`config.mk`:
```
export PLATFORM = sky130hd
export DESIGN_NAME = sjr_method_arbiter
export DESIGN_NICKNAME = d
export VERILOG_FILES = /design/src/rtl/sjr_method_arbiter.sv
export SDC_FILE = /design/constraint.sdc
export NUM_CORES = 1
export LEC_CHECK = 0
export CORE_ASPECT_RATIO = 1.1
export CORE_MARGIN = 4
export CORE_UTILIZATION = 60
export DETAILED_ROUTE_END_ITERATION = 10
export DONT_BUFFER_PORTS = 1
export PLACE_DENSITY = 0.76
export SETUP_SLACK_MARGIN = 0.2
export SLEW_MARGIN = 10
export SYNTH_ARGS = -nofsm -noshare
export SYNTH_HDL_FRONTEND = slang
export SYNTH_SLANG_ARGS = --single-unit
```
`constraint.sdc`:
```
create_clock -name clk -period 14.9 [get_ports clk]
set_input_delay 2.98 -clock clk [delete_from_list [all_inputs] [get_ports clk]]
set_output_delay 2.98 -clock clk [all_outputs]
set_load 0.05 [all_outputs]
```
`src/rtl/sjr_method_arbiter.sv`:
```
// sjr_method_arbiter
//   Shares one Synthesijer method port (_req/_busy/_return) between N_REQ
//   callers. Each caller keeps its own req/busy/return handshake, identical
//   to calling the method directly. Calls are served one at a time in
//   round-robin order; a callee that never raises busy is abandoned after
//   BUSY_TIMEOUT cycles and flagged on the sticky timeout_err.
//
// Ports
//   clk, reset          clock, asynchronous active-high reset
//   req[N_REQ]          per-caller call request (rising edge starts a call)
//   busy[N_REQ]         per-caller busy, accept -> completion
//   ret[N_REQ*RET_W]    per-caller return, slice i at [i*RET_W +: RET_W]
//   m_req               to callee _req, one-cycle registered pulse
//   m_busy, m_return    from callee _busy / _return
//   grant_id            caller being served, 0 when idle
//   timeout_err         sticky busy-rise timeout flag

// Per-caller slot: edge detect, busy flag and held return value.
module sjr_arb_slot #(
  parameter int RET_W = 32
) (
  input  logic             clk,
  input  logic             reset,
  input  logic             req,
  input  logic             done,     // this caller's call finishes now
  input  logic             ld_ret,   // finish carries a valid return value
  input  logic [RET_W-1:0] m_return,
  output logic             busy,
  output logic [RET_W-1:0] ret
);
  logic             req_prev_q;
  logic             busy_q, busy_d;
  logic [RET_W-1:0] ret_q, ret_d;

  // Completion takes priority: busy_q is still 1 that cycle, so a
  // coincident rising edge is dropped by the ~busy_q term anyway.
  always_comb begin
    busy_d = busy_q;
    ret_d  = ret_q;
    if (done) begin
      busy_d = 1'b0;
      if (ld_ret) ret_d = m_return;
    end else if (req && !req_prev_q && !busy_q) begin
      busy_d = 1'b1;
    end
  end

  always_ff @(posedge clk or posedge reset) begin
    if (reset) begin
      req_prev_q <= 1'b0;
      busy_q     <= 1'b0;
      ret_q      <= '0;
    end else begin
      req_prev_q <= req;
      busy_q     <= busy_d;
      ret_q      <= ret_d;
    end
  end

  assign busy = busy_q;
  assign ret  = ret_q;
endmodule

module sjr_method_arbiter #(
  parameter int N_REQ        = 4,
  parameter int RET_W        = 32,
  parameter int BUSY_TIMEOUT = 255
) (
  input  logic                   clk,
  input  logic                   reset,
  input  logic [N_REQ-1:0]       req,
  output logic [N_REQ-1:0]       busy,
  output logic [N_REQ*RET_W-1:0] ret,
  output logic                   m_req,
  input  logic                   m_busy,
  input  logic [RET_W-1:0]       m_return,
  output logic [2:0]             grant_id,
  output logic                   timeout_err
);
  localparam logic [1:0]  S_IDLE      = 2'd0;
  localparam logic [1:0]  S_ISSUE     = 2'd1;
  localparam logic [1:0]  S_WAIT_BUSY = 2'd2;
  localparam logic [1:0]  S_WAIT_DONE = 2'd3;
  localparam logic [15:0] TMO         = 16'(BUSY_TIMEOUT);
  localparam logic [2:0]  LAST        = 3'(N_REQ - 1);

  logic [1:0]       state_q, state_d;
  logic [2:0]       grant_q, grant_d;
  logic [2:0]       rr_ptr_q, rr_ptr_d;
  logic [15:0]      timer_q, timer_d;
  logic             m_req_q, m_req_d;
  logic             terr_q, terr_d;
  logic             cmpl, ld_ret;
  logic [N_REQ-1:0] pending, done;
  logic             pick_vld;
  logic [2:0]       pick_idx;
  logic [N_REQ-1:0] pend_rot;
  int               j;

  // A caller is pending from accept until completion, exactly the span
  // its busy bit is high, so busy doubles as the pending vector.
  assign pending = busy;

  // Round-robin pick: scan rr_ptr, rr_ptr+1, ... Scanning downwards so the
  // last hit written is the one closest to rr_ptr.
  always_comb begin
    pick_vld = 1'b0;
    pick_idx = '0;
    j        = 0;
    pend_rot = '0;
    for (int k = N_REQ - 1; k >= 0; k--) begin
      j = int'(rr_ptr_q) + k;
      if (j >= N_REQ) j = j - N_REQ;
      pend_rot = pending >> j;
      if (pend_rot[0]) begin
        pick_vld = 1'b1;
        pick_idx = 3'(j);
      end
    end
  end

  always_comb begin
    state_d  = state_q;
    grant_d  = grant_q;
    rr_ptr_d = rr_ptr_q;
    timer_d  = timer_q;
    m_req_d  = 1'b0;
    terr_d   = terr_q;
    cmpl     = 1'b0;
    ld_ret   = 1'b0;
    case (state_q)
      S_IDLE: begin
        if (pick_vld) begin
          grant_d = pick_idx;
          m_req_d = 1'b1;
          state_d = S_ISSUE;
        end
      end
      S_ISSUE: begin
        timer_d = '0;
        state_d = S_WAIT_BUSY;
      end
      S_WAIT_BUSY: begin
        if (m_busy) begin
          state_d = S_WAIT_DONE;
        end else if (timer_q == TMO) begin
          // Callee never answered: release the caller, keep its old ret.
          terr_d   = 1'b1;
          cmpl     = 1'b1;
          grant_d  = '0;
          rr_ptr_d = (grant_q == LAST) ? 3'd0 : grant_q + 3'd1;
          state_d  = S_IDLE;
        end else begin
          timer_d = timer_q + 16'd1;
        end
      end
      default: begin // S_WAIT_DONE, unbounded on purpose
        if (!m_busy) begin
          cmpl     = 1'b1;
          ld_ret   = 1'b1;
          grant_d  = '0;
          rr_ptr_d = (grant_q == LAST) ? 3'd0 : grant_q + 3'd1;
          state_d  = S_IDLE;
        end
      end
    endcase
  end

  always_ff @(posedge clk or posedge reset) begin
    if (reset) begin
      state_q  <= S_IDLE;
      grant_q  <= '0;
      rr_ptr_q <= '0;
      timer_q  <= '0;
      m_req_q  <= 1'b0;
      terr_q   <= 1'b0;
    end else begin
      state_q  <= state_d;
      grant_q  <= grant_d;
      rr_ptr_q <= rr_ptr_d;
      timer_q  <= timer_d;
      m_req_q  <= m_req_d;
      terr_q   <= terr_d;
    end
  end

  for (genvar i = 0; i < N_REQ; i++) begin : g_slot
    assign done[i] = cmpl & (grant_q == 3'(i));
    sjr_arb_slot #(.RET_W(RET_W)) u_slot (
      .clk      (clk),
      .reset    (reset),
      .req      (req[i]),
      .done     (done[i]),
      .ld_ret   (ld_ret),
      .m_return (m_return),
      .busy     (busy[i]),
      .ret      (ret[i*RET_W +: RET_W])
    );
  end

  assign m_req       = m_req_q;
  assign grant_id    = grant_q;
  assign timeout_err = terr_q;
endmodule

```
* After elaboration in Yosys (flattened, before gate mapping)
Cells that the tools add are included.
** Cells by class
- Mux-type cells :: 45
- Equal/unequal tests :: 13
- Order comparisons :: 4
- Shifts and indexed selects :: 4
- Reductions and logical operators :: 34
- Bitwise logic cells :: 7
- $add $sub $neg :: 9
** Operator list (count)
- $mux 32 :: 4
- $shr 4x32->1 :: 4
- $mux 3 :: 12
- $mux 16 :: 2
- $pmux 16 s2 :: 1
- $mux 1 :: 18
- $add 16x1->16 const B :: 1
- $eq 16x8->1 const B :: 1
- $sub 4x3->5 const B :: 3
- $ge 4x3->1 const B :: 3
- $reduce_and 3->1 :: 4
- $reduce_bool 2->1 :: 5
- $pmux 3 s3 :: 1
- $add 3x2->4 const B :: 2
- $logic_and 1x1->1 :: 8
- $logic_not 1->1 :: 8
- $mux 2 :: 4
- $ne 2x2->1 const B :: 4
- $reduce_and 2->1 :: 4
- $eq 3x2->1 const B :: 2
- $pmux 2 s3 :: 1
- $pmux 3 s2 :: 1
- $reduce_and 5->1 :: 1
- $add 3x1->4 const B :: 1
- other kinds (16) :: 21
** Word-level totals
- Output and inout bits :: 137
- Word-level logic and storage cells :: 134
- Flip-flop bits (word level) :: 162
- Input bits :: 39

* Depth between registers and ports, before layout
Gate-level depths: netlist (run 1).
- Depth after elaboration :: 10
- Depth in mapped cells :: 8
- Mapped depth without buffers :: 7

* Modules after synthesis
Synthesis (run 1) repeated with hierarchy kept, for this count alone.
** Second synthesis, totals
- Cell total of the unflattened synthesis :: 482
- Area, all modules :: 7327.0 µm²
** Modules (own cells, without submodules)
- sjr_arb_slot :: sequential area each 850.8 µm², times used 4, area an instance 1413.9 µm², cells an instance 74
- sjr_method_arbiter :: sequential area each 650.6 µm², times used 1, area an instance 1671.6 µm², cells an instance 186

* Worst setup path before layout (run 1)
Ideal clock, no wire load.
- Path kind :: input to register
- From :: input port m_busy
- To :: register timer_q[11]
- Path slack :: 10.695 ns
- Stages :: 6
- Path buffers :: 1
- Data required time :: 14.780 ns
- Arrival :: 4.084 ns
- Library setup time :: 0.120 ns
- Cell sequence :: and2b_1 > nand2b_1 > buf_2 > nor4_4 > a31oi_1 > a41o_1
** Between the ends
- Word-level cells in the longest chain between the ends :: 2
** RTL lines
- start, declared :: RTL line 75 : input logic m_busy,
- $ne 2x2->1 (no line)
- $reduce_and 3->1 (no line)
- end signal, assigned :: RTL line 181 : timer_q <= timer_d;
- end, declared :: RTL line 90 : logic [15:0] timer_q, timer_d;
Every way passes these cells.
A chain may end at the register's enable or synchronous reset.

* Worst setup path after layout (run 1)
- From :: register g_slot[0].u_slot.busy_q
- To :: output port busy[0]
** RTL lines
- start, declared :: RTL line 32 : logic busy_q, busy_d;
- start signal, assigned :: RTL line 55 : busy_q <= busy_d;
- end, declared :: RTL line 72 : output logic [N_REQ-1:0] busy,
No word-level cell between the ends.

==> flow_summary_export.csv, run 1 <==
group,metric,value,unit
route,drt_pass1_iterations,4,
synth,synth_compound_area_frac,0.0457,
cells_and_area,nNetsFinal,517,
worst_hold_path,hp-class,"register to register",
global_routing,track_usage,0.221,
clock_network,numCtsBuffers,17,
synth,synthAdderAreaFrac,0.0113,
route,ant_nets,0,
outcome,status,"finished, final reports clean",
timing,finalCriticalPeriod,4.19,ns
route,wl_met3,1310,µm
timing,maxSlewHeadroom,0.370,
cells_and_area,fillers,745,
clock_network,postCtsSetupBuffers,0,
synth,synthFlopType,"dfrtp_1",
synth,syn-num-nets,514,
route,dr.max_layer_used,"met4",
clock_network,cts-root-buf,"clkbuf_16",
cells_and_area,n_antenna_cell,0,
synth,ys_async_sr_fraction,1.00,
synth,avgSynthCellArea,14.1,µm²
timing,period_share,0.281,
route,detail_route.drc_violations,0,
synth,yosysSeqAreaShare,0.612,
critical_path,cp_data_arrival_time,1.21,ns
clock_network,h-tree-depth,4,
job,cap_violations,0,
clock_network,path_clk_slew,0.06,ns
die,ioPinCount,176,
critical_path,crit_path_end_kind,"primary output",
clock_network,cts_resized,0,
timing,slew_viol_final,0,
die,rows,39,
die,die_y,118,µm
synth,ys_types,52,
critical_path,crit_type,"register to primary output",
clock_network,clock_path_buffers,2,
synth,synth_seq_cells,162,
cells_and_area,drive_above_1_share,0.349,
synth,synth_top_family_by_area,"multiplexers",
synth,ys_warn_count,0,
critical_path,startpoint_type,"register",
global_routing,antenna_found_initial,0,
timing,worst_clock_skew,0.00712,ns
die,dieArea,12800,µm²
synth,netlist_area,6620,µm²
global_routing,grt_pass1_vias,4032,
route,viasPerCell,6.02,
timing,finalSetupTns,0,ns
die,die_w,108,µm
timing,setup_ws,10.71,ns
timing,hold_viol,0,
route,drt_iter0_markers,154,
route,wl_per_cell,21.8,µm
synth,synthSimpleGateAreaFrac,0.0629,
placement,post-place-ws,10.36,ns
cells_and_area,layout_common_cells,"dfrtp_1 (162), mux2_2 (131), nand2_1 (25), a21oi_1 (17), clkbuf_16 (17)",
synth,synthCells,469,
cells_and_area,area_growth,9.22,%
clock_network,clock-sinks,162,
critical_path,regToRegSetupSlack,12.39,ns
synth,synth_edf_count,0,
placement,io_buffers,0,
route,m1WireLength,5090,µm
clock_network,cts_tree,"built",
global_routing,grt_pass1_wl,21700,µm
route,dr_total_vias,3763,
die,placeableCoreArea,10600,µm²
cells_and_area,layout_commonest_cell,"dfrtp_1",
route,routed_wl,13600,µm
global_routing,grt_max_degree,91,
timing,max_freq,239,MHz
timing,hold_slack,0.521,ns
timing,setup_viol,0,
global_routing,grt_remaining_overflow,0,
synth,synth-xor-area-share,0.00926,
route,route.met2.wl,6930,µm
critical_path,cp.required,11.92,ns
critical_path,crit_fanout,9,
synth,synth.area.mux_share,0.232,
placement,gp_congestion,0.818,
clock_network,insertion_delay,0.41,ns
clock_network,hold_buffers,0,
timing,worstMarginPinSlew,0.943,ns
placement,hpwl,9240,µm
timing,rsz0062_at_grt,"false",
die,start_util,0.625,
## per-layer routing
| layer | global-route usage | vias up |
|---|---|---|
| li1 | - | 1664 |
| met1 | 0.262 | 1941 |
| met2 | 0.355 | 134 |
| met3 | 0.101 | 24 |
| met4 | 0.0789 | 0 |
| met5 | 0 | - |
## area by class of cell
cell class,instances,area [µm²],share of cell area
Sequential cell,162,4050,0.561
Clock buffer,23,448,0.0619
Multi-Input combinational cell,272,2390,0.331
Clock inverter,6,61.3,0.00848
Timing Repair Buffer,5,37.5,0.00519
Inverter,14,57.6,0.00796
Tap cell,143,179,0.0247
## kinds of logic after synthesis
logic type      count (synthesis)
compound gates                 47
xor+xnor                        7
fa+ha+maj                       6
buf+inv                        35
flops                         162
mux                           134
simple gates                   78
## state kept, by name (all words and copies together) (netlist names)
name / flops
g_slot.u_slot.busy: 4
g_slot.u_slot.req_prev_q: 4
g_slot.u_slot.ret: 128
grant_id: 3
m_req: 1
rr_ptr_q: 3
state_q: 2
timeout_err: 1
timer_q: 16
## path summary, 6_finish.rpt
kind / depth (start not counted) / startpoint / end
worst min-delay path: 1 / timer_q[6] / timer_q[6]
min in group asynchronous: 1 / reset / timeout_err
max in group asynchronous: 2 / reset / g_slot[0].u_slot.ret[30]
worst max-delay path: 0 / g_slot[0].u_slot.busy / busy[0]
worst min register to register: 1 / timer_q[6] / timer_q[6]
worst max register to register: 7 / rr_ptr_q[0] / grant_id[1]
## through the flow
stage | area (µm²) | util | cells
after floorplan | 6620 | - | 469
after global placement | 6720 | 0.635 | 596
after global routing | 7230 | 0.683 | 625
after CTS | 7230 | 0.683 | 625
final | 7230 | 0.683 | 625
after detailed placement | 6720 | 0.635 | 596
## synth_stat cells (4+ instances only)
master	number	area [µm²]
nand2_1	25	93.8
inv_1	14	52.6
o21ai_0	12	60.1
xnor2_1	7	61.3
nor4_1	4	25.0
dfrtp_1	162	4050
a21oi_1	17	85.1
or3_1	4	25.0
ha_1	6	75.1
buf_2	14	70.1
nor2b_1	4	25.0
mux2_2	131	1480
nor2_1	15	56.3
buf_4	4	30.0
## worst reg2reg max path, cell delays in order (launching register included)
cell     delay (ns)
dfrtp_1        0.61
inv_1          0.16
ha_1           0.44
mux4_1         0.60
nand2_1        0.10
a311o_2        0.29
nand3_1        0.12
o31ai_2        0.10
Power of run 1 is left out: the tool's default activity adds up to more than one toggle a clock period on the data nets, which glitch-free logic cannot reach.
==> run 2, diff against run 1 <==
- CORE_UTILIZATION: 60 -> 57
- PLACE_DENSITY: 0.76 -> 0.75
- clock period: 14.9 -> 3.7 ns (I/O delays scaled with it)
==> run 2 against run 1 <==
Global-route usage decreased by 1.4 points. Critical path depth increased by 7. Routed wire length decreased by 0.76%. Sequential share of layout area decreased by 0.75 points. Cell count increased by 1.4%. Sequential cell count unchanged. Register-to-register slack got worse by 11 ns. Non-clock buffer count decreased by 1. First-iteration DRC count increased by 17%. Critical path type is now register to register. Largest cell class unchanged.
==> flow_summary_export.csv, run 2 (same netlist as run 1, synthesis figures left out) <==
group,metric,value,unit
clock_network,hold_buffers,0,
die,rows,41,
timing,slew_viol_final,0,
route,routed_wl,13500,µm
timing,setup_viol,0,
die,placeableCoreArea,11400,µm²
timing,worstMarginPinSlew,0.975,ns
critical_path,crit_path_end_kind,"register",
global_routing,grt_max_degree,76,
timing,finalCriticalPeriod,2.49,ns
route,detail_route.drc_violations,0,
clock_network,numCtsBuffers,17,
route,wl_per_cell,21.3,µm
timing,worst_clock_skew,0.00829,ns
cells_and_area,area_growth,10.7,%
route,drt_iter0_markers,180,
global_routing,grt_pass1_vias,4149,
clock_network,insertion_delay,0.41,ns
cells_and_area,drive_above_1_share,0.372,
cells_and_area,nNetsFinal,516,
timing,period_share,0.673,
clock_network,cts_resized,0,
placement,io_buffers,0,
die,die_y,121,µm
die,start_util,0.579,
timing,max_freq,401,MHz
clock_network,path_clk_slew,0.07,ns
critical_path,crit_fanout,14,
global_routing,grt_remaining_overflow,0,
timing,maxSlewHeadroom,0.348,
timing,rsz0062_at_grt,"false",
clock_network,h-tree-depth,4,
clock_network,postCtsSetupBuffers,0,
route,ant_nets,0,
route,drt_pass1_iterations,4,
global_routing,track_usage,0.207,
timing,finalSetupTns,0,ns
timing,hold_viol,0,
clock_network,cts-root-buf,"clkbuf_16",
job,cap_violations,0,
die,die_w,111,µm
cells_and_area,layout_commonest_cell,"dfrtp_1",
route,dr_total_vias,3731,
clock_network,clock-sinks,162,
cells_and_area,largest_reg_flops,128,
clock_network,cts_tree,"built",
clock_network,clock_path_buffers,2,
cells_and_area,n_antenna_cell,0,
outcome,status,"finished, final reports clean",
die,dieArea,13400,µm²
global_routing,grt_pass1_wl,21900,µm
critical_path,startpoint_type,"register",
global_routing,antenna_found_initial,0,
critical_path,crit_type,"register to register",
cells_and_area,layout_common_cells,"dfrtp_1 (162), mux2_2 (131), nand2_1 (21), a21oi_1 (17), clkbuf_16 (17)",
worst_hold_path,hp-class,"input pin to asynchronous set/reset pin",
die,ioPinCount,176,
placement,gp_congestion,0.827,
placement,hpwl,9240,µm
critical_path,cp.required,3.99,ns
route,viasPerCell,5.88,
critical_path,cp_data_arrival_time,2.79,ns
run 2: changes by cell type in the layout (fill, tap and decap cells not counted):
cell        change
bufinv_16       +1
nand2_2         +4
buf_4           -1
inv_8           +3
clkinvlp_4      +2
inv_6           +3
clkbuf_1        -6
clkinv_4        +1
nand2_1         -4
clkinv_2        -1
run 2: cell type report:
cell class              count  area (µm²)
repair buffers              4        30.0
flip-flops and latches    162        4050
clock inverters            15         171
well taps                 150         188
multi-input cells         272        2400
inverters                  14        56.3
clock buffers              17         425
fillers                   828        4110
run 2: worst paths after layout:
kind,from,end,slack (ns),cells after the start
setup / recovery,rr_ptr_q[0],grant_id[0],1.21,7
hold / removal,reset,timer_q[0],0.34,2
setup reg to reg,rr_ptr_q[0],grant_id[0],1.21,7
hold reg to reg,timer_q[6],timer_q[6],0.52,1
max in group asynchronous,reset,g_slot[0].u_slot.ret[5],2.57,2
min in group clk,req[2],g_slot[2].u_slot.req_prev_q,0.36,0
run 2: stage by stage:
step	cells	cell area (µm²)	worst slack, ns	hold slack, ns	utilization
floorplan	469	6620	0.903	0.460	-
global placement	602	6730	1.21	0.489	0.588
detailed placement	602	6730	1.15	0.497	0.588
CTS	634	7330	1.22	0.340	0.641
global route	634	7330	1.06	0.331	0.641
finish	634	7330	1.21	0.342	0.641
run 2: worst max-delay path: stages, from the launching register on:
cell	delay [ns]
dfrtp_1	0.62
inv_1	0.18
ha_1	0.42
mux4_1	0.36
nand2_1	0.07
a311o_2	0.47
a221oi_2	0.20
a21oi_1	0.06
run 2: routing by layer:
metal	track usage	vias to the layer above	wire (µm)
met4	0.0616	0	186
met3	0.104	17	1360
met1	0.241	1910	5260
met5	0	-	0
li1	-	1670	-
met2	0.339	134	6720
Power of run 2 is left out for the same reason.
==> run 3, diff against run 2 <==
- ABC_AREA: not set -> 1
- CORE_UTILIZATION: 57 -> 60
- PLACE_DENSITY: 0.75 -> 0.76
- clock period: 3.7 -> 2.4 ns (I/O delays scaled with it)
==> run 3 against run 2 <==
Synthesized cell count up 53%. Fmax up 21%. Routed wire length up 10%. Clock skew down 0.00072 ns. Final area up 1.5%. Critical path depth down 2. Clock-buffer cell count up 3. Non-clock buffer count up 4. Die area down 3.3%. Register-to-register slack worse by 0.87 ns. Global-route usage up 3.5 points. Utilization up 3.8 points. Critical path type unchanged.
==> flow_summary_export.csv, run 3 <==
group,metric,value,unit
cells_and_area,multi_input_area,2210,µm²
timing,setup_viol,0,
synth,yosysSeqAreaShare,0.603,
cells_and_area,fin_area,7440,µm²
timing,slew_viol_final,0,
placement,io_buffers,0,
die,die_y,119,µm
cells_and_area,nNetsFinal,760,
critical_path,cp_data_arrival_time,2.35,ns
cells_and_area,seq_area,4050,µm²
synth,syn-num-nets,764,
global_routing,track_usage,0.242,
critical_path,path_depth,5,
global_routing,grt_pass1_wl,24700,µm
critical_path,critPathSlowestCell,"nand3_4",
critical_path,reg2reg_to,"g_slot[2].u_slot.ret[19]",
clock_network,insertion_delay,0.41,ns
synth,yosysTopAreaCellShare,0.603,
timing,maxSlewHeadroom,0.558,
die,placeableCoreArea,11000,µm²
critical_path,crit_path_end_kind,"register",
timing,setup_ws,0.338,ns
die,die_w,109,µm
job,cap_violations,0,
cells_and_area,area_growth,10.7,%
clock_network,h-tree-depth,4,
timing,finalCriticalPeriod,2.06,ns
synth,synthCells,719,
synth,ys_types,33,
route,drt_pass1_iterations,7,
clock_network,clock-sinks,162,
global_routing,grt_max_degree,65,
route,dr_total_vias,4881,
synth,synthFlopType,"dfrtp_1",
cells_and_area,layout_common_cells,"nand2_1 (196), dfrtp_1 (162), o21ai_0 (125), inv_1 (66), nand3_1 (33)",
critical_path,path_cells,"buf_4, inv_1, ha_1, nand3_4, o21ai_0",
global_routing,grt_remaining_overflow,0,
critical_path,timing.rr.start,"grant_id[0]",
clock_network,postCtsSetupBuffers,0,
global_routing,antenna_found_initial,0,
critical_path,regToRegSetupSlack,0.34,ns
critical_path,crit_type,"register to register",
critical_path,cp.required,2.69,ns
route,wl_per_cell,17.1,µm
cells_and_area,fillers,787,
clock_network,hold_buffers,0,
route,viasPerCell,5.58,
clock_network,cts_resized,0,
synth,synth_area_leaders,"dfrtp_1 (60%), nand2_1 (11%), o21ai_0 (9.3%), inv_1 (3.7%), nand3_1 (2.5%)",
cells_and_area,drive_above_1_share,0.0893,
synth,synth_commonest_cells,"nand2_1 (196), dfrtp_1 (162), o21ai_0 (125), inv_1 (67), nand3_1 (33)",
cells_and_area,n_antenna_cell,0,
clock_network,clock_path_buffers,2,
critical_path,crit_fanout,64,
clock_network,cts_tree,"built",
synth,avgSynthCellArea,9.35,µm²
global_routing,grt_pass1_vias,4859,
route,routed_wl,14900,µm
outcome,status,"finished, final reports clean",
synth,synth_seq_cells,162,
cells_and_area,largest_reg_flops,128,
placement,post-place-ws,0.399,ns
route,ant_nets,0,
worst_hold_path,hp-class,"input pin to asynchronous set/reset pin",
timing,worstMarginPinSlew,0.664,ns
die,ioPinCount,176,
timing,rsz0062_at_grt,"true",
critical_path,endpoint,"g_slot[2].u_slot.ret[19]",
critical_path,cp-startpoint,"grant_id[0]",
placement,gp_congestion,0.917,
synth,synth_area_leader_cell,"dfrtp_1",
die,rows,40,
die,start_util,0.613,
placement,hpwl,10300,µm
synth,netlist_area,6720,µm²
placement,placed_area,6810,µm²
critical_path,cp_num_buf_inv,2,
route,detail_route.drc_violations,0,
die,dieArea,13000,µm²
timing,period_share,0.859,
critical_path,critPathTopFamily,"simple AND/OR/NAND/NOR gates",
route,drt_iter0_markers,367,
clock_network,path_clk_slew,0.06,ns
clock_network,numCtsBuffers,17,
synth,synth_edf_count,0,
placement,placed_cells,843,
timing,max_freq,485,MHz
synth,ys_async_sr_fraction,1.00,
critical_path,startpoint_type,"register",
cells_and_area,layout_commonest_cell,"nand2_1",
critical_path,rr_worst_depth,5,
cells_and_area,final_cells,875,
timing,hold_viol,0,
synth,ys_warn_count,0,
critical_path,slowest_delay,0.50,ns
synth,synth_most_common_cell,"nand2_1",
clock_network,cts-root-buf,"clkbuf_16",
timing,worst_clock_skew,0.00757,ns
run 3: cell count changes after synthesis, sizes merged, moves of 7 or more:
cell and change:
a21oi -10, clkbuf +13, inv +58, mux2 -131
nand2 +176, nand3 +35, nor2 +11, o21ai +131
xnor2 -7, xor2 +8
run 3: worst reg2reg max path: cells and delay by family (launching register included):
kind,cells,cell delay (ns)
compound gates,1,0.47
fa+ha+maj,1,0.25
buf+inv,2,0.34
flops,1,0.39
simple gates,1,0.50
run 3: layout make-up:
class / instances / share of cell area
Multi-Input combinational cell: 453 / 0.296
Inverter: 73 / 0.0383
Timing Repair Buffer: 8 / 0.0114
Clock buffer: 20 / 0.0600
Tap cell: 147 / 0.0247
Sequential cell: 162 / 0.545
Clock inverter: 12 / 0.0242
run 3: logic make-up after synthesis:
| logic type | synth area share |
|---|---|
| AND/OR/NAND/NOR | 0.187 |
| flip-flops | 0.603 |
| AO/OA/AOI/OAI | 0.120 |
| buffers and inverters | 0.0685 |
| adder cells (fa/ha/maj) | 0.0112 |
| XOR/XNOR | 0.0104 |
run 3: worst min-delay path by stage:
stage / slack, ns / from / cells after the start / to
2_1_floorplan: 0.47 / timer_q[14] / 2 / timer_q[14]
3_3_place_gp: 0.44 / reset / 1 / g_slot[1].u_slot.ret[29]
3_5_place_dp: 0.46 / reset / 1 / g_slot[1].u_slot.ret[3]
4_1_cts: 0.02 / reset / 1 / g_slot[3].u_slot.ret[1]
5_1_grt: 0.03 / reset / 1 / g_slot[0].u_slot.ret[1]
6_report: 0.01 / reset / 1 / g_slot[0].u_slot.ret[1]
run 3: per-stage QoR:
stage	utilization	setup TNS (ns)	hold WS, ns
after floorplan	-	-22.16	0.474
after global placement	0.622	0	0.442
after detailed placement	0.622	0	0.463
after CTS	0.679	0	0.0207
after global routing	0.679	0	0.0345
final	0.679	0	0.0118
run 3: per-layer routing:
metal	global-route usage	wire (µm)	vias to the layer above
li1	-	-	2301
met1	0.308	5930	2321
met2	0.381	7320	219
met3	0.0802	1230	40
met4	0.0955	442	0
met5	0	0	-
Power of run 3 is left out for the same reason.
